## config.mk

```make
export PLATFORM = sky130hd
export DESIGN_NAME = pmcc_trigger_unit_flat
export DESIGN_NICKNAME = d
export VERILOG_FILES = /design/src/rtl/pmcc_trigger_unit_if.sv /design/src/rtl/pmcc_trigger_unit.sv /design/src/flat_wrapper.sv
export SDC_FILE = /design/constraint.sdc
export NUM_CORES = 1
export LEC_CHECK = 0
export ABC_CLOCK_PERIOD_IN_PS = 2300
export BUFFER_PORTS_ARGS = -buffer_cell sky130_fd_sc_hd__buf_2
export CORE_MARGIN = 3
export CORE_UTILIZATION = 55
export CTS_CLUSTER_SIZE = 10
export DETAILED_ROUTE_END_ITERATION = 8
export PLACE_DENSITY = 0.83
export RECOVER_POWER = 25
export SLEW_MARGIN = 15
export SYNTH_ARGS = -nofsm -noshare
export SYNTH_HDL_FRONTEND = slang
export SYNTH_SLANG_ARGS = --single-unit
```

## constraint.sdc

```tcl
create_clock -name clk -period 2.3 [get_ports clk]
set_input_delay 0.23 -clock clk [delete_from_list [all_inputs] [get_ports clk]]
set_output_delay 0.23 -clock clk [all_outputs]
set_load 0.05 [all_outputs]
```

## src/rtl/pmcc_trigger_unit_if.sv

```systemverilog
// -----------------------------------------------------------------------------
// pmcc_trigger_unit_if
// Signal bundle between the wait controller (master) and the trigger unit
// (slave). Clock and reset are not part of the bundle.
//
//   waitt         master->slave  coprocessor wait instruction active
//   mode[1:0]     master->slave  00 ext rise, 01 ext fall, 10 ext level-high, 11 timeout
//   timeout[N-1:0]master->slave  wait length in clk cycles for mode 11
//   ext_trigger   master->slave  asynchronous external event pin
//   trigger       slave->master  registered release strobe
//   armed         slave->master  unit is waiting for its event
//   trigger_count slave->master  saturating count of fired triggers
// -----------------------------------------------------------------------------
interface pmcc_trigger_unit_if #(
  parameter int CNT_WIDTH = 16
);
  logic                 waitt;
  logic [1:0]           mode;
  logic [CNT_WIDTH-1:0] timeout;
  logic                 ext_trigger;
  logic                 trigger;
  logic                 armed;
  logic [7:0]           trigger_count;

  modport master (
    output waitt, mode, timeout, ext_trigger,
    input  trigger, armed, trigger_count
  );

  modport slave (
    input  waitt, mode, timeout, ext_trigger,
    output trigger, armed, trigger_count
  );
endinterface

```

## src/rtl/pmcc_trigger_unit.sv

```systemverilog
// -----------------------------------------------------------------------------
// pmcc_trigger_unit
// Releases a coprocessor wait instruction when a selected event occurs:
// a synchronised edge or level on ext_trigger, or expiry of a cycle timeout.
// The wait controller computes waiting = waitt & ~trigger.
//
// Ports:
//   clk    single block clock, rising edge
//   rst_n  asynchronous active-low reset
//   bus    pmcc_trigger_unit_if.slave (waitt, mode, timeout, ext_trigger in;
//          trigger, armed, trigger_count out)
//
// Parameters:
//   SYNC_STAGES  synchronizer depth on ext_trigger (min 2)
//   CNT_WIDTH    width of timeout input and internal counter
//
// Optional feature (macro PMCC_TRIGGER_PENDING_EN):
//   An edge matching the mode input (00 rise, 01 fall) seen while IDLE is
//   remembered; the next arming then fires one cycle after the arming edge.
//   Without the macro, events outside ARMED are discarded.
// -----------------------------------------------------------------------------
module pmcc_trigger_unit #(
  parameter int SYNC_STAGES = 2,
  parameter int CNT_WIDTH   = 16
) (
  input logic                  clk,
  input logic                  rst_n,
  pmcc_trigger_unit_if.slave   bus
);

  typedef enum logic [1:0] {
    S_IDLE  = 2'd0,
    S_ARMED = 2'd1,
    S_FIRED = 2'd2
  } state_t;

  state_t                r_state;
  state_t                w_next;
  logic [SYNC_STAGES-1:0] r_sync;
  logic                  r_s_d;
  logic [1:0]            r_mode_q;
  logic [CNT_WIDTH-1:0]  r_cnt;
  logic [7:0]            r_count;

  logic w_s;
  logic w_rise;
  logic w_fall;
  logic w_event;
  logic w_arm;
  logic w_fire;

  // Synchronizer output and edge detection against one extra delayed copy.
  assign w_s    = r_sync[SYNC_STAGES-1];
  assign w_rise =  w_s & ~r_s_d;
  assign w_fall = ~w_s &  r_s_d;

  // NOTE: sequential state uses non-blocking assignments so every flop samples
  // pre-edge values regardless of statement order.
  always_ff @(posedge clk or negedge rst_n) begin
    if (!rst_n) begin
      r_sync <= '0;
      r_s_d  <= 1'b0;
    end else begin
      r_sync <= {r_sync[SYNC_STAGES-2:0], bus.ext_trigger};
      r_s_d  <= w_s;
    end
  end

`ifdef PMCC_TRIGGER_PENDING_EN
  // r_pending remembers a mode-matching edge seen in IDLE; r_prearm carries it
  // into ARMED so the unit fires on the edge after arming.
  logic r_pending;
  logic r_prearm;
  logic w_idle_edge;

  assign w_idle_edge = (r_state == S_IDLE) &&
                       (((bus.mode == 2'b00) && w_rise) ||
                        ((bus.mode == 2'b01) && w_fall));

  always_ff @(posedge clk or negedge rst_n) begin
    if (!rst_n) begin
      r_pending <= 1'b0;
      r_prearm  <= 1'b0;
    end else begin
      if (w_arm) begin
        r_pending <= 1'b0;
        r_prearm  <= r_pending | w_idle_edge;
      end else begin
        if (w_idle_edge) r_pending <= 1'b1;
        if (r_state != S_ARMED) r_prearm <= 1'b0;
      end
      if (w_next != S_ARMED) r_prearm <= 1'b0;
    end
  end
`endif

  // Event selected by the mode captured at arming time.
  // NOTE: every always_comb output gets a default first so no path leaves it
  // unassigned, which would infer a latch.
  always_comb begin
    w_event = 1'b0;
    unique case (r_mode_q)
      2'b00:   w_event = w_rise;
      2'b01:   w_event = w_fall;
      2'b10:   w_event = w_s;
      default: w_event = (r_cnt <= CNT_WIDTH'(1));
    endcase
`ifdef PMCC_TRIGGER_PENDING_EN
    w_event = w_event | r_prearm;
`endif
  end

  // Next state: abort (waitt low) has priority over a simultaneous event.
  always_comb begin
    w_next = r_state;
    unique case (r_state)
      S_IDLE:  if (bus.waitt) w_next = S_ARMED;
      S_ARMED: begin
        if (!bus.waitt)   w_next = S_IDLE;
        else if (w_event) w_next = S_FIRED;
      end
      S_FIRED: if (!bus.waitt) w_next = S_IDLE;
      default: w_next = S_IDLE;
    endcase
  end

  assign w_arm  = (r_state == S_IDLE)  && (w_next == S_ARMED);
  assign w_fire = (r_state == S_ARMED) && (w_next == S_FIRED);

  always_ff @(posedge clk or negedge rst_n) begin
    if (!rst_n) begin
      r_state  <= S_IDLE;
      r_mode_q <= 2'b00;
      r_cnt    <= '0;
      r_count  <= '0;
    end else begin
      r_state <= w_next;
      // mode and timeout are only sampled on the arming edge.
      if (w_arm) begin
        r_mode_q <= bus.mode;
        r_cnt    <= bus.timeout;
      end else if ((r_state == S_ARMED) && (r_mode_q == 2'b11) && (r_cnt != '0)) begin
        r_cnt <= r_cnt - CNT_WIDTH'(1);
      end
      if (w_fire && (r_count != 8'hFF)) r_count <= r_count + 8'd1;
    end
  end

  assign bus.trigger       = (r_state == S_FIRED);
  assign bus.armed         = (r_state == S_ARMED);
  assign bus.trigger_count = r_count;

endmodule

```

## src/flat_wrapper.sv

```systemverilog
// flat-port wrapper written by rule: the top's interface ports become plain ports
module pmcc_trigger_unit_flat 
#(
  parameter int SYNC_STAGES = 2,
  parameter int CNT_WIDTH   = 16
)
  (clk, rst_n, bus_waitt, bus_mode, bus_timeout, bus_ext_trigger, bus_trigger, bus_armed, bus_trigger_count);
  pmcc_trigger_unit_if #(.CNT_WIDTH(CNT_WIDTH)) bus_i ();
  input logic clk;
  input logic rst_n;
  input wire logic [$bits(bus_i.waitt)-1:0] bus_waitt;
  input wire logic [$bits(bus_i.mode)-1:0] bus_mode;
  input wire logic [$bits(bus_i.timeout)-1:0] bus_timeout;
  input wire logic [$bits(bus_i.ext_trigger)-1:0] bus_ext_trigger;
  output wire logic [$bits(bus_i.trigger)-1:0] bus_trigger;
  output wire logic [$bits(bus_i.armed)-1:0] bus_armed;
  output wire logic [$bits(bus_i.trigger_count)-1:0] bus_trigger_count;
  assign bus_i.waitt = bus_waitt;
  assign bus_i.mode = bus_mode;
  assign bus_i.timeout = bus_timeout;
  assign bus_i.ext_trigger = bus_ext_trigger;
  assign bus_trigger = bus_i.trigger;
  assign bus_armed = bus_i.armed;
  assign bus_trigger_count = bus_i.trigger_count;
  pmcc_trigger_unit #(.SYNC_STAGES(SYNC_STAGES), .CNT_WIDTH(CNT_WIDTH)) u_core (.clk(clk), .rst_n(rst_n), .bus(bus_i));
endmodule
```

==> results.yml <==
outcome:
  status: "complete, but fails checks"
  failed_checks: "capacitance limit, slew limit"
setup_path:
  worstSetupEndpointType: "register"
  cp_slowest_cell: "nor4_4"
  crit_type: "reg -> reg"
  worstPathCellList: "nor4_4 -> nand4_4 -> a2bb2oi_2 -> nor2_1 -> mux2_2"
  worstPathRequired_ps: 2520
  path_max_fanout: 8
  cp-start-kind: "register"
  cpPeakStageDelay_ps: 510
  crit_buf_inv: 0
  crit_arrival_ps: 2320
  critPathTopFamily: "simple AND/OR/NAND/NOR gates"
floorplan:
  die_w_microns: 61.9
  io_pins: 32
  die_area_sq_um: 3830
  fp.dieH_microns: 61.9
  start_util_pct: 60.2
  coreArea_sq_um: 2850
  num_rows: 19
clock_tree:
  cts_sinks: 31
  clk_pin_slew_ps: 100
  hold_buffers: 2
  htreeDepth: 2
  cts_made_buffers: 5
  cts_root_buf: "clkbuf_4"
  cts-resized-gates: 0
  clk_latency_ps: 340
  cts_tree: "yes"
  post-cts-setup-buffers: 0
  clockBufferDepth: 2
timing:
  grt_setup_unrepaired: "false"
  fin_crit_sh_pct: 91.0
  drv_slew: 32
  hold_viol_final: 0
  relSlewSlack_pct: -9.86
  layout_setup_ws_ps: 206
  setup_violations: 0
  period_needed_ps: 2090
  max_freq_mhz: 478
  fin_skew_ps: 14.0
  tns_ps: 0
  tightest_slew_ps: 1650
routing:
  firstDrtPassIters: 4
  drt_iter0_drc: 102
  routed_wl_mm: 3.57
  vias: 1462
  viasPerCell: 5.90
  drcViolationCount: 0
  wl_per_cell_microns: 14.4
  detail-route-antenna-nets: 0
power:
  p_leak_uw: 0.000875
  power.density_nw_per_um2: 910
  ir_worst_vdd_mv: 0.813
  power_uw: 1810
worst_hold_path:
  min_path_type: "in -> reg"
finish:
  design_area_sq_um: 1990
  syn_to_final_growth_pct: 16.0
  final_common_cell: "dfrtp_1"
  final_util_pct: 69.8
  layout.nets: 242
  drive_above_1_share_pct: 23.0
  final_cell_mix: "dfrtp_1, buf_2, nand2_1"
  fill_cells: 234
  antenna_cells: 0
global_routing:
  grt_usage_pct: 22.0
  grt_pass1_vias: 1413
  grt_pass1_wl_mm: 6.07
  grt_max_degree: 32
  grt_antenna_before_repair: 0
  grt_overflow: 0
logic_synthesis:
  synth.area.top_cells: "dfrtp_1, nand2_1, nor2_1"
  yosysSeqAreaShare_pct: 45.2
  yosys.area.top_type_share_pct: 45.2
  ys_seq_elements: 31
  ys_warn_count: 0
  synth_cell_type_count: 46
  ys.flop_type: "dfrtp_1"
  postSynthAreaPerCell_sq_um: 9.59
  synth_nets: 205
  synth-edff-count: 0
  ys_async_sr_fraction_pct: 100
  synth_cells: 179
  synth_area_leader_cell: "dfrtp_1"
  syn-cell-area_sq_um: 1720
placed_design:
  hpwl_mm: 2.62
  place_ws_ps: 226
  placed_area_sq_um: 1900
  portBuffers: 31
  gp_congestion: 0.880
flow_run:
  maxCapViolCount: 1
-- worst paths after layout --
check | cells past startpoint | slack, ps | from | endpoint
setup / recovery | 5 | 210 | u_core.r_cnt[5]$_DFFE_PN0P_ | u_core.bus.trigger_count[1]$_DFFE_PN0P_
hold / removal | 3 | 80 | bus_mode[1] | u_core.r_mode_q[1]$_DFFE_PN0P_
setup reg to reg | 5 | 210 | u_core.r_cnt[5]$_DFFE_PN0P_ | u_core.bus.trigger_count[1]$_DFFE_PN0P_
hold reg to reg | 0 | 370 | u_core.r_sync[0]$_DFF_PN0_ | u_core.r_sync[1]$_DFF_PN0_
max in group asynchronous | 2 | 500 | rst_n | u_core.r_cnt[14]$_DFFE_PN0P_
min in group asynchronous | 2 | 830 | rst_n | u_core.r_cnt[7]$_DFFE_PN0P_
-- final cells by class --
type / count / area (sq um) / area share (%)
clock buffer: 8 / 68.8 / 3.45
multi-input combinational: 139 / 905 / 45.4
sequential: 31 / 776 / 38.9
inverter: 4 / 15.0 / 0.754
timing repair buffer: 35 / 189 / 9.48
tap: 31 / 38.8 / 1.95
-- power breakdown --
group / internal [uW] / leakage, uW / switching [uW]
Clock: 180 / 0.0000386 / 192
Sequential: 674 / 0.000368 / 166
Combinational: 217 / 0.000468 / 384
-- registers in the layout, indices dropped and copies added (netlist names) --
register / cells
u_core.r_cnt: 16
u_core.r_state: 2
u_core.bus.trigger_count: 8
u_core.r_s_d: 1
u_core.r_sync: 2
u_core.r_mode_q: 2
-- through the flow --
stage	hold slack [ps]	std cells
6_report	81.2	248
5_1_grt	67.0	248
4_1_cts	69.4	248
3_5_place_dp	317	238
3_3_place_gp	301	238
2_1_floorplan	-65.6	179
-- cell usage after synthesis, drive strengths merged (2+ instances only) --
master	number
nand2	21
nor4b	2
ha	4
nor3b	3
nor4	5
nor2b	4
nor2	20
xnor2	5
inv	4
o21a	2
a211o	2
and3	6
a21oi	4
nand4	4
clkbuf	3
o21ai	9
nor3	6
xor2	8
nand2b	2
a31oi	2
buf	2
nand3	10
or4	3
o32ai	2
dfrtp	31
-- worst min-delay path, delay by kind of cell --
kind          cells  cell delay (ps)
buf+inv           1               70
simple gates      2               80
-- routing by layer --
| layer | share of wire, % | track usage [%] | vias up |
|---|---|---|---|
| met5 | 0 | 0 | - |
| met4 | 1.6 | 8.18 | 0 |
| met3 | 5.0 | 6.82 | 8 |
| met2 | 51 | 37.7 | 36 |
| met1 | 42 | 25.9 | 693 |
| li1 | - | - | 725 |
-- kinds of logic (layout without fill, tap and decap cells) --
group,count (synthesis),in the layout,synth area share (%)
buffers and inverters,9,47,2.11
XOR/XNOR,13,13,6.63
multiplexers,1,1,0.656
AO/OA/AOI/OAI,31,31,13.3
flip-flops,31,31,45.2
adder cells (fa/ha/maj),4,4,2.92
AND/OR/NAND/NOR,90,90,29.2
Note: power is estimated with default switching activity, not from simulation.
